[src/rtl/life_stats_display.sv]
`default_nettype none
//============================================================================
// Module      : life_stats_display
// Description : Statistics front-end for the 16x16 green cell grid.
//               Snapshots the grid, serially counts live cells, converts the
//               count to BCD with a sequential double-dabble and shows it on
//               HEX2..HEX0 (leading zeros blanked).  A free-standing 3-digit
//               decimal generation counter, advanced by gen_tick unless
//               SW_pause is set, is shown on HEX5..HEX3.
//
// Ports       : clk          system clock
//               reset        asynchronous active-high reset
//               SW_pause     1 = ignore gen_tick
//               gen_tick     one pulse per grid generation step
//               GrnPixels    [row][col] live-cell grid, 1 = alive
//               HEX0..HEX2   population ones/tens/hundreds, active-low gfedcba
//               HEX3..HEX5   generation ones/tens/hundreds, active-low gfedcba
//               stats_valid  set once the first population result is latched
//
// Revision    : 1.0 - initial release
//============================================================================
module life_stats_display (
    input  logic               clk,
    input  logic               reset,
    input  logic               SW_pause,
    input  logic               gen_tick,
    input  logic [15:0][15:0]  GrnPixels,
    output logic [6:0]         HEX0,
    output logic [6:0]         HEX1,
    output logic [6:0]         HEX2,
    output logic [6:0]         HEX3,
    output logic [6:0]         HEX4,
    output logic [6:0]         HEX5,
    output logic               stats_valid
);

    //------------------------------------------------------------------------
    // Constants
    //------------------------------------------------------------------------
    localparam logic [7:0] c_LAST_IDX   = 8'd255;  // final cell of the scan
    localparam logic [3:0] c_LAST_SHIFT = 4'd8;    // ninth double-dabble shift
    localparam logic [6:0] c_SEG_BLANK  = 7'b1111111;

    //------------------------------------------------------------------------
    // Population FSM
    //------------------------------------------------------------------------
    typedef enum logic [1:0] {
        S_CAPTURE = 2'd0,
        S_COUNT   = 2'd1,
        S_CONVERT = 2'd2,
        S_UPDATE  = 2'd3
    } state_t;

    state_t r_state;
    state_t w_state_next;

    logic [15:0][15:0] r_snap;      // frame snapshot of GrnPixels
    logic [8:0]        r_count;     // live-cell count, later the dabble shifter
    logic [7:0]        r_idx;       // scan index; low nibble reused as shift count
    logic [11:0]       r_bcd;       // double-dabble scratch {hund, tens, ones}
    logic [11:0]       r_disp;      // latched population digits
    logic              r_valid;

    logic              w_cell;
    logic [11:0]       w_bcd_adj;

    always_ff @(posedge clk or posedge reset) begin
        if (reset) begin
            r_state <= S_CAPTURE;
        end else begin
            r_state <= w_state_next;
        end
    end

    always_comb begin
        w_state_next = r_state;
        case (r_state)
            S_CAPTURE: w_state_next = S_COUNT;
            S_COUNT: begin
                if (r_idx == c_LAST_IDX) begin
                    w_state_next = S_CONVERT;
                end
            end
            S_CONVERT: begin
                // r_idx wrapped to 0 at the end of COUNT, so its low nibble
                // counts the shifts 0..8 here.
                if (r_idx[3:0] == c_LAST_SHIFT) begin
                    w_state_next = S_UPDATE;
                end
            end
            S_UPDATE:  w_state_next = S_CAPTURE;
            default:   w_state_next = S_CAPTURE;
        endcase
    end

    //------------------------------------------------------------------------
    // Datapath helpers
    //------------------------------------------------------------------------
    assign w_cell = r_snap[r_idx[7:4]][r_idx[3:0]];

    // Add-3 correction applied to every BCD nibble of 5 or more before the
    // shift, so each nibble carries correctly into the next decade.
    always_comb begin
        w_bcd_adj = r_bcd;
        for (int n = 0; n < 3; n++) begin
            if (r_bcd[n*4 +: 4] >= 4'd5) begin
                w_bcd_adj[n*4 +: 4] = r_bcd[n*4 +: 4] + 4'd3;
            end
        end
    end

    //------------------------------------------------------------------------
    // Datapath registers
    //------------------------------------------------------------------------
    always_ff @(posedge clk or posedge reset) begin
        if (reset) begin
            r_snap  <= '0;
            r_count <= '0;
            r_idx   <= '0;
            r_bcd   <= '0;
            r_disp  <= '0;
            r_valid <= 1'b0;
        end else begin
            case (r_state)
                S_CAPTURE: begin
                    r_snap  <= GrnPixels;
                    r_count <= '0;
                    r_idx   <= '0;
                    r_bcd   <= '0;
                end
                S_COUNT: begin
                    r_count <= r_count + {8'd0, w_cell};
                    r_idx   <= r_idx + 8'd1;
                end
                S_CONVERT: begin
                    // {bcd, binary} shifts left by one as a 21-bit register;
                    // the binary MSB enters the ones nibble.
                    r_bcd   <= {w_bcd_adj[10:0], r_count[8]};
                    r_count <= {r_count[7:0], 1'b0};
                    r_idx   <= r_idx + 8'd1;
                end
                S_UPDATE: begin
                    r_disp  <= r_bcd;
                    r_valid <= 1'b1;
                end
                default: begin
                    r_idx <= '0;
                end
            endcase
        end
    end

    //------------------------------------------------------------------------
    // Generation counter (3 BCD digits, 999 wraps to 000)
    //------------------------------------------------------------------------
    logic [3:0] r_gen_ones;
    logic [3:0] r_gen_tens;
    logic [3:0] r_gen_hund;

    always_ff @(posedge clk or posedge reset) begin
        if (reset) begin
            r_gen_ones <= '0;
            r_gen_tens <= '0;
            r_gen_hund <= '0;
        end else if (gen_tick && !SW_pause) begin
            if (r_gen_ones == 4'd9) begin
                r_gen_ones <= 4'd0;
                if (r_gen_tens == 4'd9) begin
                    r_gen_tens <= 4'd0;
                    if (r_gen_hund == 4'd9) begin
                        r_gen_hund <= 4'd0;
                    end else begin
                        r_gen_hund <= r_gen_hund + 4'd1;
                    end
                end else begin
                    r_gen_tens <= r_gen_tens + 4'd1;
                end
            end else begin
                r_gen_ones <= r_gen_ones + 4'd1;
            end
        end
    end

    //------------------------------------------------------------------------
    // Seven-segment decode (active-low gfedcba)
    //------------------------------------------------------------------------
    function automatic logic [6:0] f_seg(input logic [3:0] d);
        logic [6:0] s;
        case (d)
            4'd0:    s = 7'b1000000;
            4'd1:    s = 7'b1111001;
            4'd2:    s = 7'b0100100;
            4'd3:    s = 7'b0110000;
            4'd4:    s = 7'b0011001;
            4'd5:    s = 7'b0010010;
            4'd6:    s = 7'b0000010;
            4'd7:    s = 7'b1111000;
            4'd8:    s = 7'b0000000;
            4'd9:    s = 7'b0010000;
            default: s = c_SEG_BLANK;
        endcase
        return s;
    endfunction

    logic w_hund_zero;
    logic w_tens_zero;

    assign w_hund_zero = (r_disp[11:8] == 4'd0);
    assign w_tens_zero = (r_disp[7:4]  == 4'd0);

    // Leading-zero blanking: the ones digit is always shown.
    assign HEX0 = f_seg(r_disp[3:0]);
    assign HEX1 = (w_hund_zero && w_tens_zero) ? c_SEG_BLANK : f_seg(r_disp[7:4]);
    assign HEX2 = w_hund_zero ? c_SEG_BLANK : f_seg(r_disp[11:8]);

    assign HEX3 = f_seg(r_gen_ones);
    assign HEX4 = f_seg(r_gen_tens);
    assign HEX5 = f_seg(r_gen_hund);

    assign stats_valid = r_valid;

endmodule
`default_nettype wire
[config.mk]
export PLATFORM = sky130hd
export DESIGN_NAME = life_stats_display
export DESIGN_NICKNAME = d
export VERILOG_FILES = /design/src/rtl/life_stats_display.sv
export SDC_FILE = /design/constraint.sdc
export NUM_CORES = 1
export LEC_CHECK = 0
export ABC_AREA = 1
export ABC_CLOCK_PERIOD_IN_PS = 11900
export CORE_MARGIN = 2
export CORE_UTILIZATION = 45
export DETAILED_ROUTE_END_ITERATION = 10
export PLACE_DENSITY = 0.71
export SYNTH_ARGS = -nofsm -noshare
export SYNTH_HDL_FRONTEND = slang
export SYNTH_SLANG_ARGS = --single-unit
[constraint.sdc]
create_clock -name clk -period 11.9 [get_ports clk]
set_clock_uncertainty 0.05 [all_clocks]
set_input_delay 2.38 -clock clk [delete_from_list [all_inputs] [get_ports clk]]
set_output_delay 2.38 -clock clk [all_outputs]
set_load 0.01 [all_outputs]
==> impl_results.md <==
- WS Path Type: reg -> out
- Adder-Cell Fraction of Synth Area: 0.0341
- VDD IR max: ~0.12 mV
- Synth Area in Compound Gates: 0.144
- Post-synth EDFFs: 0
- Rel. slew slack: 0.217
- Total grt overflow: 0
- CTS clk-pin slew, worst paths: approximately 0.050 ns
- Worst Max-Slew Pin Slew: 1.17 ns
- Slowest CP cell: clkdlybuf4s50_1
- Filler Cell Count: 3247
- DIE AREA: 0.0374 mm^2
- Simple-gate share of the synthesized area: 0.236
- RSZ-0062 raised after global routing: no
- DP HPWL: 30900 um
- Switch Pwr: 0.000672 W
- Combinational fraction of design power: 0.149
- Worst Hold Endpoint: r_snap[1]
- Clock Sinks: approximately 310
- Max-cap viol count: 0
- Vias in the first global route: 14300
- RePlAce Congestion: 0.897
- Crit path max-delay family: buffers and inverters
- Final Non-Filler Cells: 2833
- DRC errors left: 0
- CP endpoint kind: output port
- Endpoints failing setup: 0
- Global-route wire length before repair: 74100 um
- Hold Fails Final Rpt: 0
- DR vias/cell: 5.17
- Post-synthesis mux area share: 0
- Share of Yosys cell area claimed by the top area cell type: 0.484
- Capturing point of the worst reg2reg path: r_count[8]
- Main synth FF type: dfrtp_1
- DR pass1 iterations: 5
- Internal power: between 0.0015 and 0.002 W
- Fmax: 201 MHz
- Post-synthesis area per instance: 7.62 um^2
- Core Region: 0.0354 mm^2
- CP Buf/Inv Count: 3
- Reg2reg path depth: 22
- Via count: 14600
- Post-Synth XOR/XNOR Area: 0.00163
- Slew Viols, Final: 0
- #FFs+latches synth: 312
- Chip height: 193 um
- Seq/Total Area, Yosys: 0.484
- Largest family of logic cells by synthesized area: simple AND/OR/NAND/NOR gates
- Sequential group share of total power: 0.445
- Switch share: 0.254
- Nets: 2653
- Maximum clock path buffer count: 3
- Yosys cell types: 37
- Crit path required time: 9.47 ns
- Worst reg2reg startpoint: r_idx[4]
- Die W: 193 um
- Yosys warns: 0
- Mapped Area: 0.0161 mm^2
- Resized Gates After CTS: 0
- # placed instances: 2772
- Io pins: 303
- Synthesized netlist net count: 2420
- Post-Syn Instances: 2116
- Crit-path max cell delay: 0.55 ns
- CTS tree: done
- Layout cells sized above 1: 0.0363
- Post-CTS Repair Setup Buffers: 0
- Largest net degree at the start of global routing: 296
- Final WL: roughly 45000 um
- Crit-path cells: inv_1 > ha_1 > inv_1 > nor3_1 > nand2_1 > nor2_1 > nor2_1 > o21ai_0 > clkdlybuf4s50_1
- WHS Path Cells: 2
- Final Hold Slack: 0.418 ns
- Period Utilization, post-route: 0.417
- Hold Startpoint: r_snap[1]
- Clock power share: 0.406
- Port bufs: around 300
- CP max FO: 6
- Initial Util: 0.456
- Worst hold path type: reg -> reg
- Total negative slack: 0 ns
- Post-synth ARST share: 1.00
- Cell Pwr Density: 129 mW/mm^2
- Pleak: 9.61 nW
- Post-route ant nets: 0
- Area Overhead vs Synth: 26.5%
- Tot GR Track Use: 0.242
- Core Rows: 69
- Initial drt markers: 1239
- WL per Instance: between 15 and 20 um
- Critical path launch point type: flip-flop
- Hold-fix buffers at CTS: 0
- Synth top area cells: dfrtp_1 48%, nand2_1 17%, o21ai_0 9.0%, inv_1 6.2%, nand3_1 4.8%
- Root buffer cell: clkbuf_16
- Clk_lat worst skew: 0.52 ns
- H-tree Lvls: 2
- Status: finished clean
- Initial antenna violation count: 3
- Yosys top cell by area: dfrtp_1
- FF-to-FF setup slack: 7.47 ns
- Fin crit period: about 5.0 ns
- Crit path DAT: 2.54 ns
- Cts bufs inserted: 36
==> state kept, by name, indices dropped and copies added (netlist names) <==
register	count
r_snap	256
r_bcd	12
r_disp	12
r_count	9
r_idx	8
r_gen_hund	4
r_gen_ones	4
r_gen_tens	4
r_state	2
stats_valid	1
==> power groups by stage <==
stage | sequential [W] | clock (W) | combinational, W
6_report | 0.00118 | 0.00107 | 0.000393
5_1_grt | 0.00118 | 0.00113 | 0.000445
4_1_cts | 0.00117 | 0.00109 | 0.000396
3_5_place_dp | 0.00119 | 0 | 0.000394
3_3_place_gp | 0.00119 | 0 | 0.000384
2_1_floorplan | 0.00118 | 0 | 0.000201
==> placed cells by master, fill, tap and decap left out, types with 2 or more instances in the layout <==
master | Yosys | layout
a21oi_1 | 53 | 53
a22oi_1 | 3 | 3
a32oi_1 | 2 | 2
buf_12 | 0 | 2
buf_4 | 10 | 6
clkbuf_1 | 61 | 7
clkbuf_16 | 0 | 38
clkbuf_8 | 0 | 6
clkdlybuf4s50_1 | 0 | 302
clkinv_2 | 0 | 6
dfrtp_1 | 312 | 310
dfrtp_4 | 0 | 2
ha_1 | 44 | 43
inv_1 | 268 | 265
inv_2 | 5 | 7
nand2_1 | 711 | 711
nand3_1 | 155 | 155
nor2_1 | 54 | 54
nor2_4 | 3 | 3
nor3_1 | 10 | 10
nor3b_1 | 3 | 3
o211ai_1 | 40 | 40
o211ai_2 | 5 | 5
o21a_1 | 2 | 2
o21ai_0 | 289 | 289
o21ai_1 | 9 | 9
o21bai_1 | 2 | 2
o22ai_1 | 13 | 13
o31ai_1 | 2 | 2
or2_2 | 5 | 5
xor2_1 | 3 | 3
==> routing by layer <==
layer / GRT usage / vias to the layer above / wire [um]
met5: 0 / - / 20
met4: 0.0715 / 4 / 1250
met3: 0.0377 / 86 / 3130
li1: - / 7167 / -
met1: 0.346 / 6894 / 20200
met2: 0.381 / 497 / 20700
==> stage by stage <==
| stage | worst slack [ns] | total power, W | area [um^2] | utilization |
|---|---|---|---|---|
| final | 6.93 | 0.00264 | 20400 | 0.576 |
| after global routing | 6.76 | 0.00276 | 20400 | 0.576 |
| after CTS | 6.93 | 0.00266 | 20400 | 0.576 |
| after detailed placement | 7.15 | 0.00159 | 19200 | 0.544 |
| after global placement | 7.16 | 0.00157 | 19200 | 0.544 |
| after floorplan | 0.841 | 0.00138 | 16100 | - |
==> final cells by class <==
cell class	count	area [um^2]	area share
Multi-Input combinational cell	1415	6710	0.329
Timing Repair Buffer	310	3110	0.152
Clock buffer	51	1060	0.0520
Antenna cell	1	2.50	0.000123
Tap cell	461	577	0.0283
Clock inverter	9	83.8	0.00411
Inverter	274	1040	0.0508
Sequential cell	312	7820	0.383
==> Yosys cell counts (2+ instances only) <==
library cell	count
nand2_1	711
or2_2	5
buf_6	8
nor2_4	3
dfrtp_1	312
nor3_1	10
inv_1	268
ha_1	44
o21ai_0	289
o22ai_1	13
inv_2	5
nand3_1	155
o21bai_1	2
buf_2	32
o211ai_1	40
a21oi_1	53
buf_8	2
xor2_1	3
nor2_1	54
a32oi_1	2
o21a_1	2
buf_1	2
nor3b_1	3
o211ai_2	5
buf_4	10
o31ai_1	2
a22oi_1	3
o21ai_1	9
clkbuf_1	61
==> logic make-up after synthesis <==
family | after synthesis
DFF | 312
AOI/OAI and AO/OA | 424
adders and majority gates | 44
buffers and inverters | 389
xor gates and xnor gates | 3
and+or+nand+nor | 944
==> worst register-to-register path: cells and delay by family, from the launching register on <==
kind / cells / cell delay (ns)
AOI/OAI and AO/OA: 5 / 0.65
adders and majority gates: 1 / 0.16
buffers and inverters: 3 / 0.96
DFF: 1 / 1.16
and+or+nand+nor: 13 / 1.35
==> how the worst max path moves through the flow <==
stage               startpoint       end  slack, ns  cells after the start
floorplan                reset  r_bcd[0]       0.84                      1
global placement         reset  r_idx[5]       7.16                      3
detailed placement       reset  r_idx[4]       7.15                      3
CTS                  r_disp[9]   HEX1[0]       6.93                      9
global route         r_disp[9]   HEX1[2]       6.76                      9
finish               r_disp[9]   HEX1[6]       6.93                      9
(Power assumes the default switching activity.)
